$ cat src/rtl/tdm_mux.sv
// tdm_mux: registered N-channel multiplexer with manual select and time-division scan.
// Define TDM_MUX_SKIP_EN to add a MASK input that limits which channels the scan visits.
module tdm_mux #(
  parameter int WIDTH   = 4,
  parameter int SEL_W   = 2,
  parameter int DWELL_W = 4
) (
  input  logic                            CLK,
  input  logic                            RST,
  input  logic [(2**SEL_W)*WIDTH-1:0]     X,
  input  logic [SEL_W-1:0]                S,
  input  logic                            MODE,
  input  logic                            EN,
  input  logic [DWELL_W-1:0]              DWELL,
`ifdef TDM_MUX_SKIP_EN
  input  logic [(2**SEL_W)-1:0]           MASK,
`endif
  output logic [WIDTH-1:0]                Y,
  output logic [SEL_W-1:0]                CH,
  output logic                            VALID,
  output logic                            WRAP
);

  localparam int CHANNELS = 2**SEL_W;

  typedef enum logic {MANUAL, SCAN} state_t;

  state_t               state_q;
  logic [SEL_W-1:0]     ch_q;
  logic [WIDTH-1:0]     y_q;
  logic [DWELL_W-1:0]   cnt_q;
  logic                 valid_q;
  logic                 wrap_q;

  logic [WIDTH-1:0]     chData [CHANNELS];

  logic [SEL_W-1:0]     advCh_d;
  logic                 advValid_d;
  logic                 advWrap_d;

  for (genvar k = 0; k < CHANNELS; k++) begin : g_unpack
    assign chData[k] = X[k*WIDTH +: WIDTH];
  end

`ifdef TDM_MUX_SKIP_EN
  // Walk offsets from the far end back toward CH+1 so the nearest enabled channel wins;
  // offset CHANNELS lands on CH itself, covering the single-enabled-channel case.
  always_comb begin
    logic [SEL_W-1:0] cand;
    cand       = ch_q;
    advCh_d    = ch_q;
    advValid_d = 1'b0;
    advWrap_d  = 1'b0;
    for (int k = CHANNELS; k >= 1; k--) begin
      cand = ch_q + SEL_W'(k);
      if (MASK[cand]) begin
        advCh_d    = cand;
        advValid_d = 1'b1;
      end
    end
    advWrap_d = advValid_d && (advCh_d <= ch_q);
  end
`else
  always_comb begin
    advCh_d    = ch_q + SEL_W'(1);
    advValid_d = 1'b1;
    advWrap_d  = (ch_q == '1);
  end
`endif

  // Mode/scan FSM; every output is registered here so inputs never reach outputs combinationally.
  always_ff @(posedge CLK) begin
    if (RST) begin
      state_q <= MANUAL;
      ch_q    <= '0;
      y_q     <= '0;
      cnt_q   <= '0;
      valid_q <= 1'b0;
      wrap_q  <= 1'b0;
    end else if (!EN) begin
      valid_q <= 1'b0;
      wrap_q  <= 1'b0;
    end else if (!MODE) begin
      state_q <= MANUAL;
      ch_q    <= S;
      y_q     <= chData[S];
      cnt_q   <= '0;
      valid_q <= 1'b1;
      wrap_q  <= 1'b0;
    end else if (state_q == MANUAL) begin
      state_q <= SCAN;
      ch_q    <= S;
      y_q     <= chData[S];
      cnt_q   <= '0;
      valid_q <= 1'b1;
      wrap_q  <= 1'b0;
    end else if (cnt_q >= DWELL) begin
      ch_q    <= advCh_d;
      y_q     <= chData[advCh_d];
      cnt_q   <= '0;
      valid_q <= advValid_d;
      wrap_q  <= advWrap_d;
    end else begin
      cnt_q   <= cnt_q + DWELL_W'(1);
      y_q     <= chData[ch_q];
      valid_q <= 1'b0;
      wrap_q  <= 1'b0;
    end
  end

  assign Y     = y_q;
  assign CH    = ch_q;
  assign VALID = valid_q;
  assign WRAP  = wrap_q;

endmodule

$ cat config.mk
export PLATFORM = sky130hd
export DESIGN_NAME = tdm_mux
export DESIGN_NICKNAME = d
export VERILOG_FILES = /design/src/rtl/tdm_mux.sv
export SDC_FILE = /design/constraint.sdc
export NUM_CORES = 1
export LEC_CHECK = 0
export CORE_MARGIN = 2
export CORE_UTILIZATION = 47
export DETAILED_ROUTE_END_ITERATION = 10
export PLACE_DENSITY_LB_ADDON = 0.2
export SYNTH_ARGS = -nofsm -noshare
export SYNTH_HDL_FRONTEND = slang
export SYNTH_SLANG_ARGS = --single-unit
export TNS_END_PERCENT = 30
$ cat constraint.sdc
create_clock -name CLK -period 6.1 [get_ports CLK]
set_clock_uncertainty 0.1 [all_clocks]
set_input_delay 1.22 -clock CLK [delete_from_list [all_inputs] [get_ports CLK]]
set_output_delay 1.22 -clock CLK [all_outputs]
set_load 0.01 [all_outputs]
==> impl_results.md, run 1 <==
* Syn Area/Cell at approximately 11 um^2
* Clock Pin Slew Worst Setup and Hold Paths at ~70 ps
* TNS Setup at 0 ps
* Setup Fix Bufs, Post-CTS at 0
* 1st-iter DRT viols at 29
* CP max stage delay at just over 500 ps
* CTS Hold Bufs at 0
* Post-CTS resize count at 0
* FF-to-FF path depth at 4
* Die Ht at 50.3 um
* CTS tree: done
* Crit Reg-Reg Startpoint: CH[0]$_SDFFE_PP0P_
* I/O pin total at 34
* Worst EP required at between 6000 and 7000 ps
* Total Wirelength at around 2300 um
* Area of the core at ~2000 um^2
* Pwr/cell area at ~160 nW/um^2
* Top_reg_cell synth: dfxtp_1
* Worst Tran Pin Value at between 500 and 600 ps
* DRC violations left at 0
* Register area at approximately 260 um^2
* Global-route wire length before repair at 3760 um
* Nets at about 160
* WHS Path Cells at 2
* Max-Slew Margin vs Limit at 0.620
* Worst-path cell chain: clkdlybuf4s50_1, ha_1, nand2b_4, a2111o_1, a21oi_4, nand4b_1, a31oi_1
* Design Power at ~0.00022 W
* Maximum root-to-sink buffer count at 2
* Post-synth top area share at 0.268
* Yosys cell types at 32
* Final Max Slew Viols at 0
* Peak supply drop at around 0.11 mV
* Vias at 875
* Max cap viols at 0
* RePlAce Congestion at slightly above 0.7
* Fin util at 0.689
* Synth Cell Area at about 1000 um^2
* Worst setup EP type: flip-flop
* Yosys top cell by area: mux4_2
* Critical R2R Capture: Y[0]$_SDFFE_PP0P_
* Buf+Inv Stages, Crit Path at 1
* Worst skew pair latency at 280 ps
* Antenna violations before repair at 0
* Layout cell share with drive strength beyond 1 at 0.180
* Max Fclk at about 330 MHz
* Clk root buf: clkbuf_4
* Row count at 16
* H-tree lvl count at 1
* Worst min-delay path category: flip-flop to flip-flop
* Hold Crit Endpoint: cnt_q[0]$_SDFFE_PP0P_
* Synth warn at 0
* GRT overflow at 0
* Fillcell total at between 150 and 200
* Pre-antenna DRT Iters at 4
* Critical Path Start Type: input pin
* Wire per inst at between 15 and 20 um
* Largest net degree at the start of global routing at 17
* Post-synthesis sequential area ratio at 0.258
* Flop2flop setup slack at between 3000 and 4000 ps
* RSZ-0062 raised after global routing: no
* Port Buf Inserts at 33
* Synth area leaders: mux4_2 27%, dfxtp_1 26%, ha_1 7.4%
* # diodes at 0
* Cell family with most CP delay: compound AO/OA/AOI/OAI gates
* Vias in the first global route at ~900
* Period minus WS final at 2990 ps
* Post-synth EDFFs at 0
* Period Utilization, post-route at 0.490
* CP max FO at 5
* Post-synthesis cell count at 90
* Endpoints failing hold at 0
* Initial Util at 0.504
* Slowest-stage cell, CP: a2111o_1
* Hold path startpoint: cnt_q[0]$_SDFFE_PP0P_
* DP HPWL at approximately 1800 um
* Kind of critical path: input pin to flip-flop
* TritonCTS Buffers at 3
* Outcome: completed
* Sink Count at 13
* GR Util All Layers at 0.195
* Die area at approximately 2500 um^2
* Area of the multi-input gates at ~710 um^2
* Count of final setup violators at 0
* Vias per cell at about 5.9
* Crit path DAT at approximately 3100 ps
* Synth Net Count at between 100 and 150
* Detail Route Antenna Nets at 0
* Layout overhead on the synthesized area at 36.7%
* Pleak at about 0.54 nW
* Flop and latch count out of synthesis at 13
* Die Wd at roughly 50 um
* Asr flop ratio synth at 0
cell usage in the layout, fill, tap and decap left out:
cell type,count
o32ai_2,1
a32oi_1,1
nor2b_1,1
a21oi_1,3
and4bb_2,1
a21oi_4,1
nor3_1,2
nand3_1,2
nand3b_1,1
mux4_2,12
and3_1,1
nor2b_2,1
nand2b_4,1
a2111o_1,1
a211oi_1,4
or3_1,1
ha_1,6
clkinv_2,1
nand4_1,1
xor2_1,1
nand2_4,1
dfxtp_1,13
nand2_1,2
o22ai_1,4
inv_1,5
nand4b_1,1
clkbuf_4,3
mux2i_1,6
a31oi_1,1
nand2b_1,5
nor2_1,5
clkdlybuf4s50_1,33
report_power, final:
group | leakage [nW] | internal [W] | switching (W) | total, W
logic | 0.416 | 0.0000456 | 0.0000267 | 0.0000723
registers | 0.107 | 0.0000890 | 0.00000501 | 0.0000940
clock network | 0.0177 | 0.0000243 | 0.0000293 | 0.0000536
per-stage QoR:
| step | worst slack (ps) | hold slack [ps] | cell area, um^2 | std cells |
|---|---|---|---|---|
| 4_1_cts | 3110 | 437 | 1380 | 149 |
| 3_5_place_dp | 2830 | 425 | 1350 | 145 |
| 5_1_grt | 3020 | 468 | 1380 | 149 |
| 2_1_floorplan | 3370 | 380 | 1010 | 90 |
| 3_3_place_gp | 2870 | 404 | 1350 | 145 |
| 6_report | 3110 | 431 | 1380 | 149 |
logic make-up after synthesis:
| kind of cell | count (synthesis) | synth area share |
|---|---|---|
| xor+xnor | 1 | 0.00869 |
| compound gates | 16 | 0.128 |
| mux | 18 | 0.328 |
| simple gates | 26 | 0.164 |
| flops | 13 | 0.258 |
| buf+inv | 10 | 0.0397 |
| fa+ha+maj | 6 | 0.0744 |
tightest hold or removal path: cells and delay by family, from the launching register on:
kind               cells  cell delay (ps)
and+or+nand+nor        1               80
DFF                    1              340
AOI/OAI and AO/OA      1               60
sequential cells by signal, indices dropped and copies added (netlist names):
signal / flops
CH: 2
state_q: 1
WRAP: 1
cnt_q: 4
VALID: 1
Y: 4
worst max path at each step:
stage          cells after the start     start                    end  slack, ps
2_1_floorplan                      6  DWELL[0]     CH[0]$_SDFFE_PP0P_       3370
3_3_place_gp                       7  DWELL[0]     CH[0]$_SDFFE_PP0P_       2870
3_5_place_dp                       7  DWELL[0]       VALID$_SDFF_PP0_       2830
4_1_cts                            7  DWELL[0]  cnt_q[2]$_SDFFE_PP0P_       3110
5_1_grt                            7  DWELL[0]  cnt_q[2]$_SDFFE_PP0P_       3020
6_report                           7  DWELL[0]  cnt_q[2]$_SDFFE_PP0P_       3110
metal layers:
layer / global-route usage / wire length [um] / vias to the layer above / part of all wire
li1: - / - / 420 / -
met1: 0.220 / 910 / 418 / 0.40
met2: 0.366 / 1160 / 33 / 0.52
met3: 0.0417 / 161 / 4 / 0.071
met4: 0.0541 / 24 / 0 / 0.011
met5: 0 / 0 / - / 0
cells in the mapped netlist, drive strengths merged (3+ instances only):
cell type	number
dfxtp	13
mux4	12
ha	6
mux2i	6
nand2b	6
inv	5
nor2	5
a211oi	4
a21oi	4
clkbuf	4
o22ai	4
nand2	3
final cells by class:
cell class | count | share of cell area
repair buffers | 33 | 0.240
clock buffers | 3 | 0.0163
multi-input cells | 67 | 0.514
flip-flops and latches | 13 | 0.189
well taps | 27 | 0.0245
inverters | 5 | 0.0136
clock inverters | 1 | 0.00363
(Power assumes the default switching activity.)
==> run 2, diff against run 1 <==
--- a/config.mk
+++ b/config.mk
@@ -6,7 +6,7 @@
 export NUM_CORES = 1
 export LEC_CHECK = 0
 export CORE_MARGIN = 2
-export CORE_UTILIZATION = 47
+export CORE_UTILIZATION = 40
 export DETAILED_ROUTE_END_ITERATION = 10
 export PLACE_DENSITY_LB_ADDON = 0.2
 export SYNTH_ARGS = -nofsm -noshare
==> constraint.sdc (replaced) <==
create_clock -name CLK -period 2.4 [get_ports CLK]
set_clock_uncertainty 0.1 [all_clocks]
set_input_delay 0.48 -clock CLK [delete_from_list [all_inputs] [get_ports CLK]]
set_output_delay 0.48 -clock CLK [all_outputs]
set_load 0.01 [all_outputs]
==> run 2 against run 1 <==
Net effect:
- core utilization is 11 points lower
- combinational power grew to 2.7 times the previous value
- sequential power is 150% higher
- sequential share of layout area is 0.44 points lower
- largest power group unchanged
- first-iteration DRC count is 3.4% lower
- clock-buffer cell count is 1 higher
- critical path depth stayed put
- clock power grew to 2.5 times the previous value
- design area is 2.4% higher
- non-clock buffer count is 4 higher
- final cell count is 4.7% higher
==> impl_results.md, run 2 (same netlist as run 1, synthesis figures left out) <==
* Most frequent cells in the layout: 33 x clkdlybuf4s50_1, 13 x dfxtp_1, 12 x mux4_2
* Combinational share of power at 0.349 (+0.020)
* Pleak at 0.557 nW (+3.2%)
* Vias in the first global route at 924 (+3.0%)
* Layout cell share with drive strength beyond 1 at 0.198 (+0.0181)
* Die area at 2940 um^2 (+16%)
* Critical Path Start Type: input pin
* Hold path startpoint: cnt_q[0]$_SDFFE_PP0P_
* CP max stage delay at 510 ps (about the same)
* Global-route wire length before repair at 3800 um (+1.1%)
* CTS tree: done
* Vias per cell at 5.68 (-3.3%)
* Post-CTS resize count at 0 (unchanged)
* Max Fclk at ~440 MHz
* Wire per inst at 15.2 um (+0.46%)
* 1st-iter DRT viols at 28 (-3.4%)
* Layout overhead on the synthesized area at 40.0%
* Initial Util at 0.415 (-0.0891)
* Largest net degree at the start of global routing at 14 (-3)
* Nets at 159 (+2.6%)
* Design Power at 0.000562 W (+160%)
* Worst-path cell chain: clkdlybuf4s50_1, ha_1, nand2b_4, a2111o_1, a21oi_4, nor2b_2, o32ai_2
* RePlAce Congestion at 0.779 (+8.5%)
* Die Ht at 54.2 um (+7.7%)
* Period Utilization, post-route at 0.949
* Antenna violations before repair at 0 (unchanged)
* Sw frac at 0.268 (-0.00908)
* Endpoints failing hold at 0 (unchanged)
* Clk root buf: clkbuf_4
* Crit path DAT at 2360 ps (-720 ps)
* Setup Fix Bufs, Post-CTS at 0 (unchanged)
* DRC violations left at 0 (unchanged)
* Clock Pin Slew Worst Setup and Hold Paths at 80 ps (about the same)
* Count of final setup violators at 0 (unchanged)
* GRT overflow at 0 (unchanged)
* P_int at 0.000411 W (+160%)
* Cell count after placement at 152 (+4.8%)
* Port Buf Inserts at 33 (unchanged)
* Worst hold slack at 413 ps (-18.0 ps)
* Critical R2R Capture: CH[0]$_SDFFE_PP0P_
* Die Wd at 54.2 um (+7.7%)
* Max-Slew Margin vs Limit at 0.696 (+0.0760)
* RSZ-0062 raised after global routing: no
* Crit Reg-Reg Startpoint: cnt_q[0]$_SDFFE_PP0P_
* Switching Power at 0.000151 W (+150%)
* Max cap viols at 0 (unchanged)
* Period minus WS final at approximately 2300 ps
* Pre-antenna DRT Iters at 4 (unchanged)
* Worst skew pair latency at 270 ps (about the same)
* Most common cell after layout, fill and taps aside: clkdlybuf4s50_1
* Kind of critical path: input pin to flip-flop
* Sequential share of power at 0.413 (-0.014)
* FF-to-FF path depth at 7 (+3)
* Maximum root-to-sink buffer count at 2 (unchanged)
* Hold Crit Endpoint: cnt_q[0]$_SDFFE_PP0P_
* Final Max Slew Viols at 0 (unchanged)
* TritonCTS Buffers at 3 (unchanged)
* Worst EP required at 2480 ps (-3720 ps)
* Clk pwr share at 0.239 (-0.005)
* Worst min-delay path category: flip-flop to flip-flop
* I/O pin total at 34 (unchanged)
* Fin util at 0.580 (-0.109)
* WHS Path Cells at 2 (unchanged)
* Stages on worst setup path at 7 (unchanged)
* Area of the core at 2430 um^2 (+21%)
* DP HPWL at 1940 um (+8.1%)
* # diodes at 0 (unchanged)
* Detail Route Antenna Nets at 0 (unchanged)
* CTS Hold Bufs at 0 (unchanged)
* Flop2flop setup slack at 290 ps (-3680 ps)
* Total Wirelength at 2380 um (+5.2%)
* Crit path launch: DWELL[0]
* Worst Tran Pin Value at 455 ps (-115 ps)
* Vias at 886 (+1.3%)
* H-tree lvl count at 1 (unchanged)
* Worst setup EP type: flip-flop
* Slowest-stage cell, CP: a2111o_1
* Sink Count at 13 (unchanged)
* Pwr/cell area at 398 nW/um^2 (+150%)
* Row count at 18 (+2)
* Cell family with most CP delay: compound AO/OA/AOI/OAI gates
* GR Util All Layers at 0.181 (-0.0138)
* Buf+Inv Stages, Crit Path at 1 (unchanged)
* Fin cells at 156 (+4.7%)
* Outcome: completed
* CP max FO at 5 (unchanged)
* Peak supply drop at 0.254 mV (+130%)
-- run 2: power groups by stage --
stage,registers (W),logic [W],clock network (W)
final,0.000232,0.000196,0.000134
after global routing,0.000233,0.000212,0.000145
after CTS,0.000232,0.000198,0.000135
after detailed placement,0.000237,0.000198,0
after global placement,0.000237,0.000192,0
after floorplan,0.000242,0.000104,0
-- run 2: final cells by class --
type	count	area [um^2]
fillers	227	1020
clock buffers	4	26.3
well taps	30	37.5
flip-flops and latches	13	260
inverters	5	18.8
repair buffers	37	360
multi-input cells	67	708
-- run 2: tightest hold or removal path, cell delays in order, from the launching register on --
cell and delay [ps]:
dfxtp_1 340, nand2b_1 70, a21oi_1 60
-- run 2: through the flow --
stage / worst slack [ps] / setup TNS (ps) / cell area (um^2)
2_1_floorplan: 405 / 0 / 1010
3_3_place_gp: -50.1 / -331 / 1390
3_5_place_dp: -175 / -1150 / 1390
4_1_cts: 113 / 0 / 1410
5_1_grt: 31.5 / 0 / 1410
6_report: 122 / 0 / 1410
-- run 2: worst max path at each step --
stage / end / slack, ps
6_report: CH[0]$_SDFFE_PP0P_ / 120
4_1_cts: CH[0]$_SDFFE_PP0P_ / 110
3_3_place_gp: cnt_q[2]$_SDFFE_PP0P_ / -50
2_1_floorplan: CH[0]$_SDFFE_PP0P_ / 410
3_5_place_dp: CH[0]$_SDFFE_PP0P_ / -180
5_1_grt: cnt_q[2]$_SDFFE_PP0P_ / 30
-- run 2: metal layers --
metal  global-route usage  up-vias  wire, um
li1                     -      425         -
met1                0.200      430       920
met2                0.337       29      1310
met3               0.0301        2       123
met4               0.0792        0        19
met5                    0        -         0
==> run 3, diff against run 2 <==
--- a/config.mk
+++ b/config.mk
@@ -8,6 +8,7 @@
 export CORE_MARGIN = 2
 export CORE_UTILIZATION = 40
 export DETAILED_ROUTE_END_ITERATION = 10
+export HOLD_SLACK_MARGIN = 0.08
 export PLACE_DENSITY_LB_ADDON = 0.2
 export SYNTH_ARGS = -nofsm -noshare
 export SYNTH_HDL_FRONTEND = slang
==> results of run 3 <==
Final layout, timing and power as in run 2 (identical DEF).
